## config.mk

```make
export PLATFORM = sky130hd
export DESIGN_NAME = misr
export DESIGN_NICKNAME = d
export VERILOG_FILES = /design/src/rtl/bist_response_checker_misr.sv
export SDC_FILE = /design/constraint.sdc
export NUM_CORES = 1
export LEC_CHECK = 0
export CAP_MARGIN = 20
export CORE_MARGIN = 1.5
export CORE_UTILIZATION = 41
export CTS_CLUSTER_DIAMETER = 60
export DETAILED_ROUTE_END_ITERATION = 8
export GPL_ROUTABILITY_DRIVEN = 1
export PLACE_DENSITY = 0.94
export SLEW_MARGIN = 40
export SYNTH_ARGS = -nofsm -noshare
export SYNTH_HDL_FRONTEND = slang
export SYNTH_SLANG_ARGS = --single-unit
```

## constraint.sdc

```tcl
create_clock -name CLK -period 1.95 [get_ports CLK]
set_input_delay 0.39 -clock CLK [delete_from_list [all_inputs] [get_ports CLK]]
set_output_delay 0.39 -clock CLK [all_outputs]
set_load 0.03 [all_outputs]
```

## src/rtl/bist_response_checker_misr.sv

```systemverilog
// Multiple-input signature register: shift left, feed back POLY on MSB, xor in d.
// One-cycle update; load wins over en; no backpressure.
module misr #(
    parameter int               WIDTH = 16,
    parameter logic [WIDTH-1:0] POLY  = 16'h100B
) (
    input  logic             CLK,
    input  logic             RESET,
    input  logic             load,
    input  logic [WIDTH-1:0] load_val,
    input  logic             en,
    input  logic [WIDTH-1:0] d,
    output logic [WIDTH-1:0] q
);

    always_ff @(posedge CLK or posedge RESET) begin
        if (RESET) begin
            q <= '0;
        end else if (load) begin
            q <= load_val;
        end else if (en) begin
            q <= {q[WIDTH-2:0], 1'b0} ^ (q[WIDTH-1] ? POLY : '0) ^ d;
        end
    end

endmodule

```

==> results of run 1 <==
worst paths after layout:
check	end	start	slack [ns]
worst max-delay path	q[0]	q[0]$_DFFE_PP0P_	0.15
worst max register to register	q[0]$_DFFE_PP0P_	q[15]$_DFFE_PP0P_	0.96
max in group asynchronous	q[5]$_DFFE_PP0P_	RESET	1.10
worst min register to register	q[14]$_DFFE_PP0P_	q[14]$_DFFE_PP0P_	0.61
worst min-delay path	q[9]$_DFFE_PP0P_	RESET	0.47
min in group CLK	q[14]$_DFFE_PP0P_	q[14]$_DFFE_PP0P_	0.61
what timing repair did:
action / CTS / global route
hold endpoints to repair: 0 / 0
hold buffers: 0 / 0
setup endpoints to repair: 0 / 1
setup buffers: 0 / 0
gates resized for setup: 0 / 1
cells in the final DEF (no fill, tap or decap):
cell type	synthesis	routed
a21oi_1	3	3
buf_12	0	1
buf_4	1	2
clkbuf_4	0	3
clkbuf_8	0	1
clkdlybuf4s50_1	0	50
dfrtp_1	16	16
dlymetal6s2s_1	0	1
inv_1	1	1
mux2i_1	13	13
nand2_1	13	13
nand3_1	3	3
nand3b_1	3	3
nor2_1	3	3
nor3b_1	3	3
o211ai_1	3	3
o21ai_1	13	13
xor2_1	16	16
logic make-up after synthesis:
group	Yosys count	synth area share, %
compound gates	19	10.77
flops	16	42.05
xor+xnor	16	14.72
buf+inv	8	6.175
simple gates	25	12.61
mux	13	13.67
layout make-up:
type,instances,area [sq um]
well taps,28,35.03
multi-input cells,73,493.0
fillers,175,695.7
clock buffers,4,36.28
flip-flops and latches,16,400.4
repair buffers,54,548.0
inverters,1,3.754
layer usage:
metal / share of wire [%] / vias to the layer above / GRT usage, %
met5: 0 / - / 0
met4: 0 / 0 / 5.405
met3: 7.2 / 0 / 4.971
met2: 50 / 35 / 33.12
met1: 43 / 414 / 22.18
li1: - / 432 / -
per-stage QoR:
step | instances | setup slack [ns] | hold WS, ns
after floorplan | 97 | 0.8121 | 0.3037
after global placement | 172 | 0.3894 | 0.5797
after detailed placement | 172 | 0.3284 | 0.5930
after CTS | 176 | 0.02186 | 0.5065
after global routing | 176 | 0.07799 | 0.5164
final | 176 | 0.1500 | 0.4722
power breakdown:
| group | internal (mW) | switching [mW] | leakage (nW) |
|---|---|---|---|
| registers | 0.373 | 0.0440 | 0.193 |
| logic | 0.204 | 0.190 | 0.452 |
| clock network | 0.114 | 0.108 | 0.0210 |
| total | 0.690 | 0.342 | 0.666 |
==> impl_metrics.env, run 1 <==
export IMPL_status="complete, no violations"
export IMPL_cp_data_required_time_ns=1.56
export IMPL_numCtsBuffers=3
export IMPL_start_kind="flip-flop"
export IMPL_ys_warn_count=0
export IMPL_portBuffers=51
export IMPL_rsz0062_at_grt="false"
export IMPL_final_layout_size_suffix_gt1_share_pct=4.730
export IMPL_synth_top_area_cell="dfrtp_1"
export IMPL_die_w_um=51.19
export IMPL_antenna_found_initial=0
export IMPL_rr_worst_depth=3
export IMPL_initial_utilization_pct=43.04
export IMPL_vias=881
export IMPL_place_hpwl_mm=1.693
export IMPL_htree_num_levels=1
export IMPL_synth_nets=133
export IMPL_post_route_period_util_pct=92.31
export IMPL_synth_top_cells_by_count="dfrtp_1 (16), xor2_1 (16), mux2i_1 (13), nand2_1 (13), o21ai_1 (13)"
export IMPL_finalSetupTns_ns=0
export IMPL_hold_violations=0
export IMPL_drc_errors=0
export IMPL_fin_total_pwr_mw=1.032
export IMPL_root_buffer="clkbuf_4"
export IMPL_clock_sinks=16
export IMPL_arrival_ns=1.41
export IMPL_track_usage_pct=18.75
export IMPL_slowest_delay_ns=0.71
export IMPL_dieHeight_um=51.19
export IMPL_io_pins=52
export IMPL_grt_pass1_vias=916
export IMPL_slew_headroom_pct=61.22
export IMPL_worstSetupEndpointType="primary output"
export IMPL_worstPathMaxFanout=4
export IMPL_setup_viol=0
export IMPL_synthFlopType="dfrtp_1"
export IMPL_drt_antenna_violating_nets=0
export IMPL_synth_area_per_cell_sq_um=9.816
export IMPL_insertion_delay_ns=0.28
export IMPL_synth_top_cell_area_share_pct=42.05
export IMPL_critical_path_class="flip-flop to primary output"
export IMPL_drv_cap=0
export IMPL_place_area_sq_um=1478
export IMPL_ir_worst_vdd_uv=452.0
export IMPL_stdcell_area_sq_um=1516
export IMPL_tightestPinTransition_ns=0.5811
export IMPL_gp_congestion=0.7079
export IMPL_drv_slew=0
export IMPL_crit_cells=1
export IMPL_async_flop_share_pct=100.0
export IMPL_wire_per_inst_um=12.39
export IMPL_die_area_sq_um=2620
export IMPL_tritoncts="done"
export IMPL_finalWorstPathRequiredPeriod_ns=1.800
export IMPL_ys_seq_area_share_pct=42.05
export IMPL_hold_class="primary input to async pin"
export IMPL_num_rows=17
export IMPL_fin_skew_ns=0.001213
export IMPL_p_per_area_nw_per_um2=680.8
export IMPL_ys_types=16
export IMPL_firstDrtPassIters=4
export IMPL_synth_seq_cells=16
export IMPL_clk_pin_slew_ns=0.10
export IMPL_syn_inst=97
export IMPL_core_sq_um=2212
export IMPL_via_per_inst=5.006
export IMPL_grt_pass1_wl_mm=3.732
export IMPL_fin_util_pct=68.55
export IMPL_synth_edf_count=0
export IMPL_grt_ovfl_total=0
export IMPL_drtIter0Drc=13
export IMPL_routed_wl_mm=2.181
export IMPL_num_nets_final=185
export IMPL_total_leakage_power_nw=0.6664
export IMPL_cp_top_family="buffers and inverters"
export IMPL_reg_top3="q x16"
export IMPL_top_register="q"
export IMPL_clk_path_buf_depth=2
export IMPL_diodes=0
export IMPL_max_freq_mhz=555.6
export IMPL_path_buf_inv=1
export IMPL_path_cells="clkdlybuf4s50_1"
export IMPL_syn_area_sq_um=952.2
export IMPL_critPathSlowestCell="clkdlybuf4s50_1"
export IMPL_grt_max_degree=23
export IMPL_area_delta_synth_final_pct=59.26
export IMPL_ys_top_cells_by_area="dfrtp_1 (42%), xor2_1 (15%), mux2i_1 (14%)"
export IMPL_largest_reg_flops=16
Note: power is estimated with default switching activity, not from simulation.
==> run 2: changes to the inputs <==
--- a/config.mk
+++ b/config.mk
@@ -5,9 +5,10 @@
 export SDC_FILE = /design/constraint.sdc
 export NUM_CORES = 1
 export LEC_CHECK = 0
+export ABC_AREA = 1
 export CAP_MARGIN = 20
 export CORE_MARGIN = 1.5
-export CORE_UTILIZATION = 41
+export CORE_UTILIZATION = 40
 export CTS_CLUSTER_DIAMETER = 60
 export DETAILED_ROUTE_END_ITERATION = 8
 export GPL_ROUTABILITY_DRIVEN = 1
@@ -16,3 +17,4 @@
 export SYNTH_ARGS = -nofsm -noshare
 export SYNTH_HDL_FRONTEND = slang
 export SYNTH_SLANG_ARGS = --single-unit
+export TNS_END_PERCENT = 1
==> run 2 against run 1 <==
  * Non-clock buffer count is the same
  * Register-to-register slack got worse by 0.11 ns
  * Synthesized area is 6.8% lower
  * Via count is 9.5% higher
  * Power fell by 6.0%
  * Largest power group unchanged
  * Combinational power decreased by 2%
  * Cell area shrank 4.6%
  * Critical endpoint is now q[2]
  * Clock skew is essentially flat
  * Maximum frequency rose by 1.7%
  * Synthesized cell count fell by 1.0%
==> impl_metrics.env, run 2 <==
export IMPL_tritoncts="done"
export IMPL_antenna_found_initial=0
export IMPL_fin_skew_ns=0.001244
export IMPL_ir_worst_vdd_uv=465.7
export IMPL_cp_top_family="buffers and inverters"
export IMPL_hold_class="primary input to async pin"
export IMPL_synthMuxAreaShare_pct=0
export IMPL_ys_seq_area_share_pct=45.13
export IMPL_critical_path_class="flip-flop to primary output"
export IMPL_max_freq_mhz=564.8
export IMPL_synthFlopType="dfrtp_1"
export IMPL_arrival_ns=1.38
export IMPL_rsz0062_at_grt="false"
export IMPL_num_rows=16
export IMPL_status="complete, no violations"
export IMPL_synth_seq_cells=16
export IMPL_area_delta_synth_final_pct=63.05
export IMPL_root_buffer="clkbuf_4"
export IMPL_final_common_cell="clkdlybuf4s50_1"
export IMPL_firstDrtPassIters=4
export IMPL_slew_headroom_pct=58.16
export IMPL_setup_viol=0
export IMPL_io_pins=52
export IMPL_post_route_period_util_pct=90.80
export IMPL_track_usage_pct=22.26
export IMPL_synth_edf_count=0
export IMPL_cts_setup_buffers=0
export IMPL_top_layer="met4"
export IMPL_vias=965
export IMPL_critPathSlowestCell="clkdlybuf4s50_1"
export IMPL_ys_top_cells_by_area="dfrtp_1 (45%), a22oi_1 (14%), xnor2_1 (13%)"
export IMPL_core_sq_um=2022
export IMPL_synth_area_per_cell_sq_um=9.241
export IMPL_synth_simple_area_share_pct=14.81
export IMPL_synth_compound_area_share_pct=20.87
export IMPL_cts_resized=0
export IMPL_insertion_delay_ns=0.28
export IMPL_numCtsBuffers=3
export IMPL_p_per_area_nw_per_um2=671.3
export IMPL_die_area_sq_um=2510
export IMPL_total_leakage_power_nw=0.5871
export IMPL_grt_ovfl_total=0
export IMPL_drc_errors=0
export IMPL_synth_xor_area_share_pct=12.83
export IMPL_finalWorstPathRequiredPeriod_ns=1.771
export IMPL_tightestPinTransition_ns=0.6269
export IMPL_largest_reg_flops=16
export IMPL_syn_inst=96
export IMPL_path_cells="clkdlybuf4s50_1"
export IMPL_drv_slew=0
export IMPL_wl_met1_mm=1.064
export IMPL_slowest_delay_ns=0.69
export IMPL_diodes=0
export IMPL_syn_area_sq_um=887.1
export IMPL_grt_pass1_vias=944
export IMPL_worstSetupStartpoint="q[2]$_DFFE_PP0P_"
export IMPL_drt_antenna_violating_nets=0
export IMPL_synth_top_cells_by_count="a22oi_1 (16), dfrtp_1 (16), nand2_1 (15)"
export IMPL_route_met3_wl_um=158
export IMPL_async_flop_share_pct=100.0
export IMPL_start_kind="flip-flop"
export IMPL_rrSetupSlack_ns=0.85
export IMPL_place_hpwl_mm=1.996
export IMPL_hold_violations=0
export IMPL_grt_pass1_wl_mm=4.181
export IMPL_wire_per_inst_um=14.76
export IMPL_hold_buffers=0
export IMPL_synth_top_cell_area_share_pct=45.13
export IMPL_rr_worst_depth=6
export IMPL_gp_congestion=0.7716
export IMPL_final_layout_size_suffix_gt1_share_pct=6.757
export IMPL_routed_wl_mm=2.583
export IMPL_synth_fa_ha_area_share_pct=0
export IMPL_top_register="q"
export IMPL_die_w_um=50.10
export IMPL_synth_top_family_by_area="compound AO/OA/AOI/OAI gates"
export IMPL_drv_cap=0
export IMPL_drtIter0Drc=19
export IMPL_fin_total_pwr_uw=971.0
export IMPL_num_nets_final=186
export IMPL_clk_pin_slew_ns=0.09
export IMPL_final_cell_mix="clkdlybuf4s50_1 (51), a22oi_1 (16), dfrtp_1 (16), nand2_1 (15), xnor2_1 (13)"
export IMPL_dieHeight_um=50.10
export IMPL_via_per_inst=5.514
export IMPL_clock_sinks=16
export IMPL_ys_warn_count=0
export IMPL_synth_nets=132
export IMPL_portBuffers=51
export IMPL_detailroute_wirelength_met2_mm=1.302
export IMPL_synth_top_area_cell="dfrtp_1"
export IMPL_htree_num_levels=1
export IMPL_grt_max_degree=17
export IMPL_finalSetupTns_ns=0
export IMPL_clk_path_buf_depth=2
export IMPL_timing_rr_end="q[12]$_DFFE_PP0P_"
export IMPL_path_buf_inv=1
export IMPL_ys_types=13
export IMPL_initial_utilization_pct=43.87
export IMPL_reg_top3="q x16"
export IMPL_worstPathMaxFanout=4
export IMPL_r2r_start="q[15]$_DFFE_PP0P_"
export IMPL_cp_data_required_time_ns=1.56
export IMPL_worstSetupEndpointType="primary output"
-- run 2: where the power goes --
part / switching (mW) / internal, mW / leakage (nW) / total, mW
Combinational: 0.190 / 0.197 / 0.380 / 0.387
Sequential: 0.0394 / 0.371 / 0.194 / 0.410
Clock: 0.102 / 0.0717 / 0.0138 / 0.174
-- run 2: cells by family after synthesis --
logic type,after synthesis
buf+inv,12
xor+xnor,13
compound gates,29
simple gates,26
flops,16
-- run 2: metrics by stage --
| step | cells | setup WS (ns) | hold slack [ns] | util [%] | area [sq um] |
|---|---|---|---|---|---|
| 2_1_floorplan | 96 | 0.7633 | 0.3037 | - | 887.1 |
| 5_1_grt | 175 | 0.1123 | 0.5312 | 71.53 | 1446 |
| 3_3_place_gp | 172 | 0.3779 | 0.5341 | 70.42 | 1424 |
| 4_1_cts | 175 | 0.1746 | 0.5100 | 71.53 | 1446 |
| 6_report | 175 | 0.1793 | 0.4876 | 71.53 | 1446 |
| 3_5_place_dp | 172 | 0.3066 | 0.5444 | 70.42 | 1424 |
-- run 2: area by class of cell --
type | count | area, sq um
Sequential cell | 16 | 400.4
Timing Repair Buffer | 54 | 533.0
Inverter | 7 | 26.28
Clock buffer | 3 | 22.52
Fill cell | 151 | 575.6
Multi-Input combinational cell | 68 | 430.4
Tap cell | 27 | 33.78
-- run 2: how the worst max path moves through the flow --
stage / slack (ns) / end / depth (start not counted)
2_1_floorplan: 0.76 / q[12]$_DFFE_PP0P_ / 6
3_3_place_gp: 0.38 / q[11]$_DFFE_PP0P_ / 4
3_5_place_dp: 0.31 / q[11]$_DFFE_PP0P_ / 4
4_1_cts: 0.17 / q[4] / 1
5_1_grt: 0.11 / q[5] / 1
6_report: 0.18 / q[2] / 1
-- run 2: layer usage --
layer	up-vias	global-route usage, %
li1	439	-
met1	468	26.20
met2	52	37.94
met3	6	3.636
met4	0	12.50
met5	-	0
==> run 3: changes to the inputs <==
--- a/config.mk
+++ b/config.mk
@@ -13,6 +13,7 @@
 export DETAILED_ROUTE_END_ITERATION = 8
 export GPL_ROUTABILITY_DRIVEN = 1
 export PLACE_DENSITY = 0.94
+export SKIP_LAST_GASP = 1
 export SLEW_MARGIN = 40
 export SYNTH_ARGS = -nofsm -noshare
 export SYNTH_HDL_FRONTEND = slang
==> results of run 3 <==
No change in the layout: final DEF, timing and power equal those of run 2.
